## config.mk

```make
export PLATFORM = sky130hd
export DESIGN_NAME = tank_stick_encoder
export DESIGN_NICKNAME = d
export VERILOG_FILES = /design/src/rtl/tank_ctrl_pkg.sv /design/src/rtl/tank_stick_channel.sv /design/src/rtl/tank_stick_encoder.sv
export SDC_FILE = /design/constraint.sdc
export NUM_CORES = 1
export LEC_CHECK = 0
export ABC_AREA = 0
export ABC_CLOCK_PERIOD_IN_PS = 2400
export CAP_MARGIN = 10
export CORE_UTILIZATION = 40
export CTS_BUF_LIST = sky130_fd_sc_hd__clkbuf_8
export CTS_CLUSTER_SIZE = 25
export DETAILED_ROUTE_END_ITERATION = 8
export SYNTH_ARGS = -nofsm -noshare
export SYNTH_HDL_FRONTEND = slang
export SYNTH_HIERARCHICAL = 1
export SYNTH_SLANG_ARGS = --single-unit
```

## constraint.sdc

```tcl
create_clock -name clk_sys -period 2.4 [get_ports clk_sys]
set_input_delay 0.24 -clock clk_sys [delete_from_list [all_inputs] [get_ports clk_sys]]
set_output_delay 0.24 -clock clk_sys [all_outputs]
set_load 0.03 [all_outputs]
```

## src/rtl/tank_ctrl_pkg.sv

```systemverilog
// Direction/track code constants, mode and priority encodings, and the stick-to-track maps.
// Pure combinational helpers; no latency, no flow control.
package tank_ctrl_pkg;

   // Direction codes are {up,down,left,right}.
   localparam logic [3:0] DIR_NONE  = 4'b0000;
   localparam logic [3:0] DIR_UP    = 4'b1000;
   localparam logic [3:0] DIR_DOWN  = 4'b0100;
   localparam logic [3:0] DIR_LEFT  = 4'b0010;
   localparam logic [3:0] DIR_RIGHT = 4'b0001;

   // Track codes are {L_fw,L_bk,R_fw,R_bk}.
   localparam logic [3:0] TRK_STOP     = 4'b0000;
   localparam logic [3:0] TRK_FWD      = 4'b1010;
   localparam logic [3:0] TRK_BACK     = 4'b0101;
   localparam logic [3:0] TRK_FW_LEFT  = 4'b0010;
   localparam logic [3:0] TRK_FW_RIGHT = 4'b1000;
   localparam logic [3:0] TRK_BK_RIGHT = 4'b0100;
   localparam logic [3:0] TRK_BK_LEFT  = 4'b0001;
   localparam logic [3:0] TRK_SPIN_R   = 4'b1001;
   localparam logic [3:0] TRK_SPIN_L   = 4'b0110;

   typedef enum logic {
      MODE_TANK = 1'b0,
      MODE_DUAL = 1'b1
   } mode_e;

   // Which member of an opposite pair {a,b} was accepted most recently.
   typedef enum logic [1:0] {
      PREF_NONE = 2'd0,
      PREF_A    = 2'd1,
      PREF_B    = 2'd2
   } pref_e;

   function automatic logic [3:0] tank_map(input logic [3:0] dir);
      logic [3:0] trk;
      case (dir)
         DIR_UP   | DIR_LEFT:  trk = TRK_FW_LEFT;
         DIR_UP:               trk = TRK_FWD;
         DIR_UP   | DIR_RIGHT: trk = TRK_FW_RIGHT;
         DIR_RIGHT:            trk = TRK_SPIN_R;
         DIR_DOWN | DIR_RIGHT: trk = TRK_BK_RIGHT;
         DIR_DOWN:             trk = TRK_BACK;
         DIR_DOWN | DIR_LEFT:  trk = TRK_BK_LEFT;
         DIR_LEFT:             trk = TRK_SPIN_L;
         default:              trk = TRK_STOP;
      endcase
      return trk;
   endfunction

   function automatic logic [3:0] dual_map(input logic [3:0] dir);
      return {dir[3], dir[2], dir[0], dir[1]};
   endfunction

   function automatic logic is_pivot(input logic [3:0] trk);
      return (trk == TRK_SPIN_R) || (trk == TRK_SPIN_L);
   endfunction

   function automatic logic [1:0] resolve_pair(input logic [1:0] held, input pref_e pref);
      logic [1:0] res;
      res = held;
      if (held == 2'b11) begin
         case (pref)
            PREF_A:  res = 2'b10;
            PREF_B:  res = 2'b01;
            default: res = 2'b00;
         endcase
      end
      return res;
   endfunction

   function automatic pref_e next_pref(input logic [1:0] rise, input pref_e pref);
      pref_e nxt;
      case (rise)
         2'b11:   nxt = PREF_NONE;
         2'b10:   nxt = PREF_A;
         2'b01:   nxt = PREF_B;
         default: nxt = pref;
      endcase
      return nxt;
   endfunction

endpackage

```

## src/rtl/tank_stick_channel.sv

```systemverilog
// One player: sync, debounce, opposite-pair resolve, track map and slow-pivot gate.
// Input step to trk_o in 2+DEB_CYCLES+1 clock edges; no backpressure.
module tank_stick_channel
   import tank_ctrl_pkg::*;
#(
   parameter int DEB_CYCLES   = 4,
   parameter int PIVOT_PERIOD = 4,
   parameter int PIVOT_ON     = 2
) (
   input  logic       clk_sys,
   input  logic       Reset_n,
   input  logic [3:0] dir_i,
   input  logic       mode_i,
   input  logic       pivot_slow_i,
   output logic [3:0] trk_o,
   output logic       pivot_o
);

   localparam int PH_W = (PIVOT_PERIOD > 1) ? $clog2(PIVOT_PERIOD) : 1;
   localparam logic [7:0]    DEB_LAST = 8'(DEB_CYCLES - 1);
   localparam logic [PH_W-1:0] PH_LAST = PH_W'(PIVOT_PERIOD - 1);
   localparam logic [PH_W:0]   ON_W    = (PH_W + 1)'(PIVOT_ON);

   logic [3:0]       sync1_q, sync1_d;
   logic [3:0]       sync2_q, sync2_d;
   logic [3:0][7:0]  cnt_q, cnt_d;
   logic [3:0]       acc_q, acc_d;
   pref_e            pref_ud_q, pref_ud_d;
   pref_e            pref_lr_q, pref_lr_d;
   logic [3:0]       code_q, code_d;
   logic [PH_W-1:0]  phase_q, phase_d;
   logic [3:0]       trk_q, trk_d;
   logic             pivot_q, pivot_d;

   logic [3:0]       rise;
   logic [3:0]       res;

   always_comb begin
      sync1_d = dir_i;
      sync2_d = sync1_q;
      cnt_d   = cnt_q;
      acc_d   = acc_q;
      for (int b = 0; b < 4; b++) begin
         if (sync2_q[b] == acc_q[b]) begin
            cnt_d[b] = '0;
         end else if (cnt_q[b] == DEB_LAST) begin
            cnt_d[b] = '0;
            acc_d[b] = sync2_q[b];
         end else begin
            cnt_d[b] = cnt_q[b] + 8'd1;
         end
      end

      // Priority tracks the newest acceptance; resolution uses the already-accepted state.
      rise      = acc_d & ~acc_q;
      pref_ud_d = next_pref(rise[3:2], pref_ud_q);
      pref_lr_d = next_pref(rise[1:0], pref_lr_q);
      res       = {resolve_pair(acc_q[3:2], pref_ud_q), resolve_pair(acc_q[1:0], pref_lr_q)};

      code_d  = (mode_e'(mode_i) == MODE_DUAL) ? dual_map(res) : tank_map(res);
      pivot_d = is_pivot(code_d);

      if (!pivot_d || (code_d != code_q)) begin
         phase_d = '0;
      end else if (phase_q == PH_LAST) begin
         phase_d = '0;
      end else begin
         phase_d = phase_q + PH_W'(1);
      end

      trk_d = code_d;
      if (pivot_slow_i && pivot_d && ({1'b0, phase_d} >= ON_W)) begin
         trk_d = TRK_STOP;
      end
   end

   always_ff @(posedge clk_sys) begin
      if (!Reset_n) begin
         sync1_q   <= '0;
         sync2_q   <= '0;
         cnt_q     <= '0;
         acc_q     <= '0;
         pref_ud_q <= PREF_NONE;
         pref_lr_q <= PREF_NONE;
         code_q    <= '0;
         phase_q   <= '0;
         trk_q     <= '0;
         pivot_q   <= 1'b0;
      end else begin
         sync1_q   <= sync1_d;
         sync2_q   <= sync2_d;
         cnt_q     <= cnt_d;
         acc_q     <= acc_d;
         pref_ud_q <= pref_ud_d;
         pref_lr_q <= pref_lr_d;
         code_q    <= code_d;
         phase_q   <= phase_d;
         trk_q     <= trk_d;
         pivot_q   <= pivot_d;
      end
   end

   assign trk_o   = trk_q;
   assign pivot_o = pivot_q;

endmodule

```

## src/rtl/tank_stick_encoder.sv

```systemverilog
// Multi-player tank stick encoder: one independent channel per player.
// Latency 2+DEB_CYCLES+1 edges from input step to trk_o; no backpressure.
module tank_stick_encoder
   import tank_ctrl_pkg::*;
#(
   parameter int NUM_PLAYERS  = 2,
   parameter int DEB_CYCLES   = 4,
   parameter int PIVOT_PERIOD = 4,
   parameter int PIVOT_ON     = 2
) (
   input  logic                     clk_sys,
   input  logic                     Reset_n,
   input  logic [4*NUM_PLAYERS-1:0] dir_i,
   input  logic [NUM_PLAYERS-1:0]   mode_i,
   input  logic                     pivot_slow_i,
   output logic [4*NUM_PLAYERS-1:0] trk_o,
   output logic [NUM_PLAYERS-1:0]   pivot_o
);

   for (genvar p = 0; p < NUM_PLAYERS; p++) begin : g_player
      tank_stick_channel #(
         .DEB_CYCLES   (DEB_CYCLES),
         .PIVOT_PERIOD (PIVOT_PERIOD),
         .PIVOT_ON     (PIVOT_ON)
      ) u_chan (
         .clk_sys      (clk_sys),
         .Reset_n      (Reset_n),
         .dir_i        (dir_i[4*p +: 4]),
         .mode_i       (mode_i[p]),
         .pivot_slow_i (pivot_slow_i),
         .trk_o        (trk_o[4*p +: 4]),
         .pivot_o      (pivot_o[p])
      );
   end

endmodule

```

# Word level (Yosys, flattened, before mapping)
# Memories as Yosys holds them, arrays and structs flattened.
# Index checks and enable logic that the tools add are counted.
# Widths: inputs -> output; s select.
[word_totals] register_bits=118 input_bits=13 wordCells=151 out_inout_bits=10 mem_bits_ro=128 memories=2
[mem_list] name="(name not given)" depth=16 word_bits=4 rd=1 rd_ports_with_merged_regs=0 write_ports=0 line="tank_ctrl_pkg.sv:37" source="case (dir)"
[mem_list] name="(name not given)" depth=16 word_bits=4 rd=1 rd_ports_with_merged_regs=0 write_ports=0 line="tank_ctrl_pkg.sv:37"
[classes] magnitude_cmp=2 n_mux=34 n_eq_ne=48 n_reduce_logical=24 n_bitwise=5 n_addsub=10
[ops] operator="$add 8x1->8 const B" n=8
[ops] operator="$eq 8x2->1 const B" n=8
[ops] operator="$eq 2x2->1 const B" n=18
[ops] operator="$pmux 2 s3" n=4
[ops] operator="$reduce_or 3->1" n=8
[ops] operator="$eq 2x1->1 const B" n=8
[ops] operator="$mux 1" n=16
[ops] operator="$mux 2" n=8
[ops] operator="$pmux 2 s2" n=4
[ops] operator="$reduce_bool 3->1" n=4
[ops] operator="$and 4x4->4" n=2
[ops] operator="$eq 1x1->1" n=8
[ops] operator="$eq 4x3->1 const B" n=2
[ops] operator="$eq 4x4->1 const B" n=2
[ops] operator="$mux 4" n=2
[ops] operator="$ne 4x4->1" n=2
[ops] operator="$not 4->4" n=2
[ops] operator="$add 2x1->2 const B" n=2
[ops] operator="$ge 2x2->1 const B" n=2
[ops] operator="$logic_and 1x1->1" n=4
[ops] operator="$logic_or 1x1->1" n=4
[ops] operator="$reduce_or 2->1" n=2
[ops] operator="$logic_not 1->1" n=2
[ops] operator="$not 1->1" n=1

# Depth between registers and ports, before layout
# An unclocked memory read counts as a cell.
[depth] ltp_word=13 depth_mapped=8 mapped_depth_nobuf=7

# Hierarchy
# The synthesis kept the hierarchy.
[modules_own_cells] mod="tank_stick_channel" seq_area_each_um2=1181.1 cells_each=269 area_per_inst_um2=2541.2 n_inst=2

# Worst setup path after synthesis
# Ideal clock, no wire load.
[synth_path] path_kind="register -> register" startpoint="reg g_player[0].u_chan.acc_q[1]" endpoint="reg g_player[0].u_chan.phase_q[0]" path_slack_ps=588 t_required_ps=2313 path_buffers=0 synth_period_minus_slack_ps=1812 stages_incl_launch_ff=8 t_arrival_ps=1725 setup_time_ps=87 cell_sequence="dfxtp_1 inv_1 a21o_2 a2111oi_2 a21oi_2 xor2_2 nand2_1 nor4b_4"
[synth_between] elab_chain_len=9 word_cells_on_any_way=11 classes_between="eq/ne: 4; mux: 3; reduce/logical: 3; memory: 1"
[synth_rtl] item="start, declared" line="tank_stick_channel.sv:27" source="logic [3:0] acc_q, acc_d;"
[synth_rtl] item="start signal, assigned" line="tank_stick_channel.sv:82" source="acc_q <= '0;"
[synth_rtl] item="start signal, assigned" line="tank_stick_channel.sv:93" source="acc_q <= acc_d;"
[synth_rtl] item="$eq 2x2->1" line="tank_ctrl_pkg.sv:62" source="if (held == 2'b11) begin"
[synth_rtl] item="$mux 2 (*)" line="tank_ctrl_pkg.sv:62"
[synth_rtl] item="$mem_v2 16x4"
[synth_rtl] item="$mux 4 (*)" line="tank_stick_channel.sv:60" source="code_d = (mode_e'(mode_i) == MODE_DUAL) ? dual_map(res) : tank_map(res);"
[synth_rtl] item="$eq 4x4->1 or $eq 4x3->1 (tied branches)" line="tank_ctrl_pkg.sv:56" source="return (trk == TRK_SPIN_R) || (trk == TRK_SPIN_L);"
[synth_rtl] item="$logic_or 1x1->1" line="tank_ctrl_pkg.sv:56"
[synth_rtl] item="$logic_not 1->1" line="tank_stick_channel.sv:63" source="if (!pivot_d || (code_d != code_q)) begin"
[synth_rtl] item="$logic_or 1x1->1 (*)" line="tank_stick_channel.sv:63"
[synth_rtl] item="$mux 2 (*)" line="tank_stick_channel.sv:63"
[synth_rtl] item="end signal, assigned" line="tank_stick_channel.sv:97" source="phase_q <= phase_d;"
[synth_rtl] item="end, declared" line="tank_stick_channel.sv:31" source="logic [PH_W-1:0] phase_q, phase_d;"
# Mark *: on every way between the ends. The rest lies on a longest branch, timed or not.
# A chain may end at the register's enable or synchronous reset.

# Worst setup path after layout
[layout_path] startpoint="reg g_player[1].u_chan.acc_q[1]" endpoint="reg g_player[1].u_chan.phase_q[0]"
[layout_between] elab_chain_len=9 word_cells_on_any_way=11 classes_between="eq/ne: 4; mux: 3; reduce/logical: 3; memory: 1"
[layout_rtl] item="start, declared" line="tank_stick_channel.sv:27"
[layout_rtl] item="start signal, assigned" line="tank_stick_channel.sv:82"
[layout_rtl] item="start signal, assigned" line="tank_stick_channel.sv:93"
[layout_rtl] item="$eq 2x2->1" line="tank_ctrl_pkg.sv:62"
[layout_rtl] item="$mux 2 (*)" line="tank_ctrl_pkg.sv:62"
[layout_rtl] item="$mem_v2 16x4"
[layout_rtl] item="$mux 4 (*)" line="tank_stick_channel.sv:60"
[layout_rtl] item="$eq 4x4->1 or $eq 4x3->1 (tied branches)" line="tank_ctrl_pkg.sv:56"
[layout_rtl] item="$logic_or 1x1->1" line="tank_ctrl_pkg.sv:56"
[layout_rtl] item="$logic_not 1->1" line="tank_stick_channel.sv:63"
[layout_rtl] item="$logic_or 1x1->1 (*)" line="tank_stick_channel.sv:63"
[layout_rtl] item="$mux 2 (*)" line="tank_stick_channel.sv:63"
[layout_rtl] item="end signal, assigned" line="tank_stick_channel.sv:97"
[layout_rtl] item="end, declared" line="tank_stick_channel.sv:31"
# Marks and branches as above.

==> run metrics <==
CTS Hold Bufs=0; Slew HR=0.643; fraction of layout instances using a drive strength above 1=0.106; synth top area cells=dfxtp_1 46%, xor2_1 6.9%, nor2_1 6.1%, nand3_1 4.1%, xnor2_1 3.8%; post-synthesis net count=561; flop-to-flop setup slack=between 300 and 400 ps; first-pass GRT wire length=15.7 mm; vias per cell=slightly below 5; sequential-to-total area share from yosys stat=0.465; # IOs=23; MaxCap Viol Count=0; critical-path maximum fanout=6; crit share post-route=0.849; Distinct cells, synth=46; ys flop type=dfxtp_1; clock sinks=118; CP Launch Point=g_player[1].u_chan/acc_q[1]; Fin Setup TNS=0 ps; Post-synth top cells=118 x dfxtp_1, 82 x nor2_1, 42 x nand3_1; Min-Delay Path Class=input port to register; FFs w/ async S/R, synth=0; worst vdd ir=roughly 430 uV; HPWL after detailed placement=6.04 mm; total power=0.00410 W; Warnings, synthesis=6; Cell Pwr Density=689 nW/um2; CTS clk-pin slew, worst paths=70 ps; total CTS buffers=17; number of port buffers=22; Lkg Pwr=2.26 nW; Post-DP Area=between 5000 and 6000 um2; largest net degree at the start of global routing=55; R2R depth=7; Max stage delay on crit path=460 ps; share of the synthesized area in the top cell type=0.465; Crit path arrival time=2380 ps; diode count=0; Tightest Pin Transition=roughly 530 ps; Slowest cell on crit path=dfxtp_1; 1st-pass router iterations=4; Initial Utilization=0.416; Final ANT Viol Nets=0; antenna violations before repair=0; final slew viol count=0; Final min period=around 2000 ps; gr usage total=0.153; average size of a mapped cell=9.45 um2; CTS tree=built; RD Place Congestion=0.811; drt wl/cell=11.7 um; CTS max path bufs=2; Reg2Reg Launch Point=g_player[1].u_chan/acc_q[1]; GR Overflow Total=0; vias in the first global route=roughly 3500; critical path data required time=between 2000 and 3000 ps; routed wire length=8.80 mm; RSZ-0062 raised after global routing=false; final instance area=5960 um2; Synth area leader=dfxtp_1; CP cell instances=inv_1 -> a21o_2 -> a2111oi_2 -> a21oi_2 -> xor2_2 -> nand2_1 -> nor4b_4; EDFF count, synth=0; depth of the CTS H-tree=4; outcome=complete, no violations; synthesis-to-finish area growth=17.3%; postcts setup bufs=0; die area=13200 um2; floorplan row count=40; Synth Register Bits=118; Synth Cell Area=between 5000 and 6000 um2; Layout Utilization=0.488; clk_skew=about 6.8 ps; die height=115 um; crit path launch type=register; DRT iter0 DRCs=between 200 and 250; Max Clk Rate=491 MHz; R2R Path End=g_player[1].u_chan/phase_q[0]; DR vias=3691; critical path type=register to register; grt met2 use=0.238; busiest grt layer=met2; Final Hold Vio Count=0; grt met3 use=0.0524; cells after synthesis=538; clock latency on the worst-skew pair=430 ps; Final nets=595; DRC errors left=0; GR Util met1=0.190; Final setup viols=0; setup slack after layout=363 ps; Hold Path Sink=g_player[0].u_chan/sync1_q[2]; Chip Width=roughly 110 um; hold_sp=dir_i[2]; pre-CTS setup slack=296 ps; most common cell in the synthesized netlist=dfxtp_1; post_cts resized=0; core area=12200 um2; Min-Delay Path Depth=2; CP Capture Type=register; Clock Tree Root=clkbuf_8
==> critical path, delay by kind of cell, from the launching register on <==
kind                   cells  cell delay, ps
AO/OA/AOI/OAI              3             770
AND/OR/NAND/NOR            2             380
buffers and inverters      1             110
flip-flops                 1             460
XOR/XNOR                   1             230
==> kinds of logic (layout without fill, tap and decap cells) <==
kind of cell,Yosys count,after routing,synth area share
buffers and inverters,30,77,0.0226
XOR/XNOR,64,64,0.113
flip-flops,118,118,0.465
AO/OA/AOI/OAI,60,60,0.0970
multiplexers,10,10,0.0197
AND/OR/NAND/NOR,246,246,0.258
adder cells (fa/ha/maj),10,10,0.0246
==> metal layers <==
metal / vias up / wire length (um)
li1: 1918 / -
met1: 1715 / 4360
met2: 48 / 3990
met3: 10 / 328
met4: 0 / 122
met5: - / 0
==> cells in the final DEF (no fill, tap or decap), types with 14 or more instances in the layout <==
cell,synthesis,final
dfxtp_1,118,118
and3_1,14,14
xnor2_1,22,22
clkbuf_8,0,22
nor2b_1,14,14
clkdlybuf4s50_1,0,22
inv_1,20,21
nor2_1,82,82
nand3_1,42,42
and2_1,16,16
xor2_1,40,40
nand2_1,26,26
==> per-stage QoR <==
stage	hold slack, ps	cells
after floorplan	367	538
after global routing	360	753
after detailed placement	418	721
final	393	753
after global placement	414	721
after CTS	357	753
==> registers in the layout, indices dropped and copies added, names as in the netlist <==
signal and cells:
g_player.u_chan/phase_q 4, g_player.u_chan/pref_lr_q 4, g_player.u_chan/acc_q 8, g_player.u_chan/cnt_q 64, g_player.u_chan/code_q 8, g_player.u_chan/pivot_o 2, g_player.u_chan/pref_ud_q 4, g_player.u_chan/sync2_q 8
g_player.u_chan/trk_o 8, g_player.u_chan/sync1_q 8
==> where the power goes <==
| part | internal [W] | switching, W | total, W |
|---|---|---|---|
| Sequential | 0.00198 | 0.0000122 | 0.00199 |
| Combinational | 0.0000517 | 0.0000498 | 0.000102 |
| Clock | 0.00126 | 0.000753 | 0.00201 |
==> cell type report <==
class	instances	area [um2]
clock buffer	22	303
clock inverter	10	149
fill	1193	6250
inverter	20	75.1
multi-input combinational	390	2610
sequential	118	2360
tap	168	210
timing repair buffer	25	255
==> worst max-delay path by stage <==
stage,to,cells past startpoint
finish,g_player[1].u_chan/phase_q[0],7
global placement,g_player[1].u_chan/phase_q[0],8
global route,g_player[1].u_chan/phase_q[0],7
detailed placement,g_player[0].u_chan/phase_q[0],8
CTS,g_player[1].u_chan/phase_q[0],7
floorplan,g_player[0].u_chan/phase_q[0],7
No activity file was read; power rests on OpenSTA's default activity.
